[src/rtl/imem_loader.sv]
// Boot-time byte-stream loader: assembles big-endian words into instruction memory
// and holds the CPU in reset until the image is complete. Define IMEM_LOADER_CHECKSUM_EN for the trailing XOR checksum byte.
module imem_loader #(
   parameter int unsigned ADDR_W = 8,
   parameter int unsigned DEPTH  = 256
) (
   input  logic              clk,
   input  logic              rst,
   input  logic              in_valid,
   input  logic [7:0]        in_data,
   output logic              in_ready,
   output logic              imem_we,
   output logic [ADDR_W-1:0] imem_addr,
   output logic [31:0]       imem_wdata,
   output logic              cpu_run,
   output logic              load_err,
   output logic [15:0]       words_loaded
);

   typedef enum logic [2:0] {
      S_IDLE,
      S_HDR_HI,
      S_HDR_LO,
      S_DATA,
      S_WLAST,
      S_CHK,
      S_DONE,
      S_ERR
   } state_e;

   state_e              state_q;
   logic [15:0]         n_q;
   logic [15:0]         wcnt_q;
   logic [1:0]          bcnt_q;
   logic [23:0]         asm_q;
   logic                in_ready_q;
   logic                we_q;
   logic [ADDR_W-1:0]   addr_q;
   logic [31:0]         wdata_q;
   logic                run_q;
   logic                err_q;
   logic [15:0]         wl_q;

   logic                xfer;
   logic [15:0]         n_d;
   logic [31:0]         word_d;
   logic                last_word;
`ifdef IMEM_LOADER_CHECKSUM_EN
   logic [7:0]          csum_q;
   logic [7:0]          csum_d;
`endif

   always_comb begin
      xfer      = in_valid & in_ready_q;
      n_d       = {n_q[15:8], in_data};
      word_d    = {asm_q, in_data};
      last_word = ((wcnt_q + 16'd1) == n_q);
`ifdef IMEM_LOADER_CHECKSUM_EN
      csum_d    = csum_q ^ in_data;
`endif
   end

   always_ff @(posedge clk or negedge rst) begin
      if (!rst) begin
         state_q    <= S_IDLE;
         n_q        <= '0;
         wcnt_q     <= '0;
         bcnt_q     <= '0;
         asm_q      <= '0;
         in_ready_q <= 1'b0;
         we_q       <= 1'b0;
         addr_q     <= '0;
         wdata_q    <= '0;
         run_q      <= 1'b0;
         err_q      <= 1'b0;
         wl_q       <= '0;
`ifdef IMEM_LOADER_CHECKSUM_EN
         csum_q     <= '0;
`endif
      end else begin
         we_q <= 1'b0;
         // words_loaded trails the write strobe by one edge; the guard keeps it saturated at N
         if (we_q && (wl_q != n_q)) wl_q <= wl_q + 16'd1;
         case (state_q)
            S_IDLE: begin
               state_q    <= S_HDR_HI;
               in_ready_q <= 1'b1;
            end
            S_HDR_HI: if (xfer) begin
               n_q[15:8] <= in_data;
               state_q   <= S_HDR_LO;
`ifdef IMEM_LOADER_CHECKSUM_EN
               csum_q    <= csum_d;
`endif
            end
            S_HDR_LO: if (xfer) begin
               n_q <= n_d;
`ifdef IMEM_LOADER_CHECKSUM_EN
               csum_q <= csum_d;
`endif
               if ({1'b0, n_d} > 17'(DEPTH)) begin
                  state_q    <= S_ERR;
                  in_ready_q <= 1'b0;
                  err_q      <= 1'b1;
               end else if (n_d == 16'd0) begin
`ifdef IMEM_LOADER_CHECKSUM_EN
                  state_q    <= S_CHK;
`else
                  state_q    <= S_DONE;
                  in_ready_q <= 1'b0;
                  run_q      <= 1'b1;
`endif
               end else begin
                  state_q <= S_DATA;
               end
            end
            S_DATA: if (xfer) begin
               asm_q  <= word_d[23:0];
               bcnt_q <= bcnt_q + 2'd1;
`ifdef IMEM_LOADER_CHECKSUM_EN
               csum_q <= csum_d;
`endif
               if (bcnt_q == 2'd3) begin
                  we_q    <= 1'b1;
                  addr_q  <= ADDR_W'(wcnt_q);
                  wdata_q <= word_d;
                  wcnt_q  <= wcnt_q + 16'd1;
                  // the final write cycle is a bubble so the run/CHK transition follows the strobe
                  if (last_word) begin
                     state_q    <= S_WLAST;
                     in_ready_q <= 1'b0;
                  end
               end
            end
            S_WLAST: begin
`ifdef IMEM_LOADER_CHECKSUM_EN
               state_q    <= S_CHK;
               in_ready_q <= 1'b1;
`else
               state_q    <= S_DONE;
               run_q      <= 1'b1;
`endif
            end
`ifdef IMEM_LOADER_CHECKSUM_EN
            S_CHK: if (xfer) begin
               in_ready_q <= 1'b0;
               if (in_data == csum_q) begin
                  state_q <= S_DONE;
                  run_q   <= 1'b1;
               end else begin
                  state_q <= S_ERR;
                  err_q   <= 1'b1;
               end
            end
`endif
            default: ;
         endcase
      end
   end

   assign in_ready     = in_ready_q;
   assign imem_we      = we_q;
   assign imem_addr    = addr_q;
   assign imem_wdata   = wdata_q;
   assign cpu_run      = run_q;
   assign load_err     = err_q;
   assign words_loaded = wl_q;

endmodule
[config.mk]
export PLATFORM = sky130hd
export DESIGN_NAME = imem_loader
export DESIGN_NICKNAME = d
export VERILOG_FILES = /design/src/rtl/imem_loader.sv
export SDC_FILE = /design/constraint.sdc
export NUM_CORES = 1
export LEC_CHECK = 0
export CAP_MARGIN = 5
export CORE_MARGIN = 10
export CORE_UTILIZATION = 35
export CTS_CLUSTER_SIZE = 12
export DETAILED_ROUTE_END_ITERATION = 8
export GPL_TIMING_DRIVEN = 0
export PLACE_DENSITY = 0.58
export SLEW_MARGIN = 25
export SYNTH_ARGS = -nofsm -noshare
export SYNTH_HDL_FRONTEND = slang
export SYNTH_SLANG_ARGS = --single-unit
[constraint.sdc]
create_clock -name clk -period 2.95 [get_ports clk]
set_input_delay 0.295 -clock clk [delete_from_list [all_inputs] [get_ports clk]]
set_output_delay 0.295 -clock clk [all_outputs]
set_load 0.1 [all_outputs]
## Word level (Yosys, flattened, before mapping)

Index checks and enable logic that the tools add are counted.

| word-level totals | value |
|---|---|
| register bits after elaboration | 121 |
| input bits | 11 |
| output and inout port bits | 60 |
| logic and storage cells | 72 |

| operators by class | value |
|---|---|
| add/subtract/negate cells | 3 |
| magnitude comparators | 1 |
| equal/unequal tests | 15 |
| multiplexer cells | 24 |
| bitwise operators | 2 |
| reductions and logical operators | 14 |

Operators with widths:

| operator | count |
|---|---|
| $add A16 B1 Y16 const B | 2 |
| $mux W3 | 7 |
| $eq A16 B16 Y1 | 1 |
| $gt A16 B9 Y1 const B | 1 |
| $logic_not A16 Y1 | 1 |
| $ne A16 B16 Y1 | 1 |
| $pmux W8 S2 | 1 |
| $pmux W3 S5 | 1 |
| $ne A2 B2 Y1 const B | 7 |
| $mux W1 | 12 |
| $reduce_and A6 Y1 | 2 |
| $reduce_and A3 Y1 | 3 |
| $mux W8 | 1 |
| $eq A3 B2 Y1 const B | 2 |
| $reduce_bool A5 Y1 | 1 |
| $reduce_and A2 Y1 | 2 |
| $reduce_and A4 Y1 | 1 |
| $eq A3 B1 Y1 const B | 1 |
| $eq A3 B3 Y1 const B | 1 |
| $logic_not A3 Y1 | 1 |
| $ne A3 B3 Y1 const B | 1 |
| $pmux W1 S3 | 1 |
| $reduce_bool A3 Y1 | 1 |
| $add A2 B1 Y2 const B | 1 |
| 6 further kinds | 6 |

## Logic depth before layout (Yosys ltp)

| logic depth | value |
|---|---|
| depth in word-level cells | 6 |
| mapped depth | 8 |
| gate-level depth less buffers | 7 |

## Worst setup path before layout

OpenSTA, ideal clock, no wires.

| timing | value |
|---|---|
| kind | register to register |
| start point | register in_ready_q (netlist: in_ready) |
| end point | register n_q[10] |
| setup time | 125 ps |
| arrival time | 2359 ps |
| required time | 2825 ps |
| setup slack | 467 ps |
| cell stages (with the launch flop) | 5 |
| period minus slack after synthesis | 2483 ps |
| cell sequence | dfrtp_1 -> nand2_1 -> or3_1 -> nor2_1 -> mux2_2 |

| between the ends | value |
|---|---|
| longest elaborated chain between the ends | 2 |

Ends and longest elaborated chain:

| item | RTL line | source |
|---|---|---|
| start: declaration | 36 | `logic in_ready_q;` |
| start signal: assignment | 70 | `in_ready_q <= 1'b0;` |
| start signal: assignment | 87 | `in_ready_q <= 1'b1;` |
| start signal: assignment | 103 | `in_ready_q <= 1'b0;` |
| $and A1 B1 Y1 | 54 | `xfer = in_valid & in_ready_q;` |
| $reduce_and A3 Y1 (no line) | n/a |  |
| end signal: assignment | 90 | `n_q[15:8] <= in_data;` |
| end signal: assignment | 97 | `n_q <= n_d;` |
| end: declaration | 32 | `logic [15:0] n_q;` |

No other way between the ends.
A chain may end at the register's enable or synchronous reset.

## Worst setup path after layout

| timing | value |
|---|---|
| start point | register wcnt_q[1] |
| end point | register state_q[2] |

| between the ends | value |
|---|---|
| longest elaborated chain between the ends | 4 |

Ends and longest elaborated chain:

| item | RTL line | source |
|---|---|---|
| start: declaration | 33 | `logic [15:0] wcnt_q;` |
| start signal: assignment | 127 | `wcnt_q <= wcnt_q + 16'd1;` |
| $add A16 B1 Y16 | 57 | `last_word = ((wcnt_q + 16'd1) == n_q);` |
| $eq A16 B16 Y1 | 57 |  |
| $ne A2 B2 Y1 (no line) | n/a |  |
| $reduce_and A6 Y1 (no line) | n/a |  |
| end signal: assignment | 65 | `state_q <= S_IDLE;` |
| end signal: assignment | 86 | `state_q <= S_HDR_HI;` |
| end signal: assignment | 91 | `state_q <= S_HDR_LO;` |
| end: declaration | 31 | `state_e state_q;` |

No other way between the ends.

==> results.md <==
- Final period demand of the worst path: 2.61 ns
- Fin crit share: 88.6%
- Antenna violations before repair: 0
- Average wire per standard cell: 16.5 um
- Overall die width: 146 um
- Hold violation total from the final report: 0
- Number of input and output port buffers inserted: 70
- Most frequently used flop master after synthesis: dfrtp_1
- Top-area cell type share of the netlist area: 54.5%
- Cell type with the largest total area after synthesis: dfrtp_1
- Cell types with the highest counts after synthesis: 136 x nand2_1, 121 x dfrtp_1, 50 x xnor2_1
- Number of iterations in the first detailed-routing pass: 5
- Number of nets in the finished design: 628
- Async S/R FF share, synth: 100%
- Sequential area share after synthesis: 54.5%
- Setup-failing EPs final: 0
- Routed via count: 4119
- Post-CTS clock slew at the launch and capture registers of the worst setup and hold paths: 0.05 ns
- Largest net degree at the start of global routing: 82
- Area of the mapped netlist: 5550 um^2
- Layout Utilization: 46.4%
- Total track usage: 13.3%
- Mean cell area of the mapped netlist: 10.6 um^2
- Post-CTS Setup Inserts: 0
- Count of unresolved DRC violations after routing: 0
- Number of distinct library cell variants in the gate-level netlist after synthesis: 48
- Tightest hold margin: 0.360 ns
- Area delta synth->final: 28.4%
- CORE AREA: 15400 um^2
- Reg-to-reg critical path endpoint: state_q[2]$_DFFE_PN0P_
- Area enclosed by the die boundary: 21300 um^2
- Endpoint required time on the critical path: 3.30 ns
- Fraction of final layout cells with drive strength greater than 1: 13.1%
- Maximum clock path buffer count: 2
- Worst-skew pair later-pin latency: 0.42 ns
- Crit Path Category: reg2reg
- Vias per inst: 4.93
- Final worst clock skew: 0.00516 ns
- Number of violations reported at the end of detailed-routing iteration 0: 254
- Vertical extent of the die: 146 um
- Most repeated cell in the gate-level netlist after synthesis: nand2_1
- EDFF count, synth: 0
- Post-Synthesis Net Count: 537
- Cell count of the worst reg-to-reg path: 7
- Effective utilization at floorplan: 36.1%
- Ant diodes: 0
- Final ANT Viol Nets: 0
- Synth top area cells: dfrtp_1 55%, nand2_1 9.2%, xnor2_1 7.9%, mux2_2 7.1%, xor2_1 2.8%
- Max-slew violation total from the final report: 0
- Wire length of the first global-routing pass: 22.9 mm
- Worst-path fanout max: 8
- Source of the worst register-to-register timing path: wcnt_q[1]$_DFFE_PN0P_
- Number of synthesized register bits: 121
- Pin slew with the least headroom to its limit: 1.01 ns
- Syn. warnings: 0
- Number of fill cells in the layout: 1415
- Sum of routed wire length over all layers: 13.8 mm
- Sequential standard cell area: 3030 um^2
- Gate count of the mapped netlist: 522
- Peak clock frequency supported by timing: 383 MHz
- IO Pins: 71
- Clock tree from TritonCTS: done
- Number of levels in the clock H-tree: 4
- RSZ-0062 raised after global routing: false
- Max-Cap Viols: 0
- Arrival time of data at the critical path endpoint: 2.97 ns
- GRT overflow: 0
- Number of clock sinks seen by CTS: 121
- Rel. slew slack: 32.5%
- CTS root buf: clkbuf_16
- GP Congestion: 0.918
- Number of global-route vias before repair: 4274
- Total CTS buffers: 17
- Crit. End Element: flop
- Multi-input logic area: 2390 um^2
- Std cell rows: 45
- Detailed-placement wirelength estimate: 10.1 mm
- Startpoint Class: flop
- Type of the worst min-delay path: in2async
- Run status: finished, final reports clean
- Register-to-Register Setup Slack: 0.34 ns
==> layer usage <==
layer / wire length (um) / vias to the layer above / share of wire [%] / GRT usage, %
met4: 289 / 0 / 2.1 / 6.36
met3: 632 / 23 / 4.6 / 3.97
met1: 6170 / 2062 / 45 / 16.2
li1: - / 1954 / - / -
met5: 0 / - / 0 / 0
met2: 6690 / 80 / 49 / 21.2
==> worst max path at each step <==
stage,startpoint,to,cells past startpoint
floorplan,in_ready$_DFFE_PN0P_,n_q[10]$_DFFE_PN0P_,4
global placement,rst,words_loaded[12]$_DFFE_PN0P_,1
detailed placement,in_valid,asm_q[18]$_DFFE_PN0P_,6
CTS,wcnt_q[1]$_DFFE_PN0P_,state_q[2]$_DFFE_PN0P_,7
global route,wcnt_q[1]$_DFFE_PN0P_,in_ready$_DFFE_PN0P_,7
finish,wcnt_q[1]$_DFFE_PN0P_,state_q[2]$_DFFE_PN0P_,7
==> flip-flops by register name, indices dropped and copies added, names as in the netlist <==
register and cells:
imem_addr 8, wcnt_q 16, n_q 16, in_ready 1, imem_we 1, state_q 3, imem_wdata 32, asm_q 24
cpu_run 1, bcnt_q 2, load_err 1, words_loaded 16
==> cell type report <==
type / instances / area share, %
clock inverters: 8 / 1.35
inverters: 9 / 0.474
clock buffers: 22 / 6.65
well taps: 211 / 3.70
flip-flops and latches: 121 / 42.5
repair buffers: 72 / 10.4
multi-input cells: 371 / 33.5
plain buffers: 21 / 1.40
==> cells by family (layout without fill, tap and decap cells) <==
family / Yosys count / in the layout / synth area share [%]
AOI/OAI and AO/OA: 30 / 30 / 3.40
xor gates and xnor gates: 68 / 68 / 10.7
adders and majority gates: 4 / 4 / 0.901
buffers and inverters: 30 / 132 / 2.41
DFF: 121 / 121 / 54.5
muxes: 44 / 44 / 8.90
and+or+nand+nor: 225 / 225 / 19.1
==> placed cells by master (no fill, tap or decap), types with 4 or more instances in the layout <==
| cell type | count |
|---|---|
| inv_1 | 5 |
| buf_2 | 5 |
| clkbuf_16 | 17 |
| and3_1 | 4 |
| mux2_1 | 8 |
| or3_1 | 6 |
| nand2_1 | 136 |
| xnor2_1 | 50 |
| mux2_2 | 35 |
| nor2_1 | 17 |
| o21ai_0 | 7 |
| buf_1 | 7 |
| nand4_1 | 14 |
| nor3_1 | 7 |
| inv_2 | 4 |
| clkdlybuf4s50_1 | 69 |
| nand3_1 | 15 |
| clkbuf_1 | 9 |
| and2_1 | 4 |
| xor2_1 | 18 |
| a21oi_1 | 9 |
| clkinv_2 | 4 |
| dfrtp_1 | 121 |
| ha_1 | 4 |
| nor4_1 | 6 |
==> repair_timing <==
action | CTS | global route
resized for setup | 0 | 0
endpoints found under the hold margin | 40 | 0
hold buffers | 1 | 0
==> metrics by stage <==
| stage | setup slack, ns | TNS, ns | cells | cell area [um^2] |
|---|---|---|---|---|
| 2_1_floorplan | 0.467 | 0 | 522 | 5550 |
| 3_3_place_gp | -3.12 | -376.30 | 803 | 6520 |
| 3_5_place_dp | 0.373 | 0 | 804 | 6550 |
| 4_1_cts | 0.416 | 0 | 835 | 7130 |
| 5_1_grt | 0.193 | 0 | 835 | 7130 |
| 6_report | 0.337 | 0 | 835 | 7130 |
==> critical path, cell delays in order (launching register included) <==
cell and delay (ns):
dfrtp_1 0.52, ha_1 0.37, nand2_1 0.15, a222oi_1 0.33, nand4_1 0.15, or3_1 0.39, or4_1 0.56, nand2_1 0.09
Power is left out: the tool's default activity adds up to more than one toggle a clock period on the data nets, which glitch-free logic cannot reach.
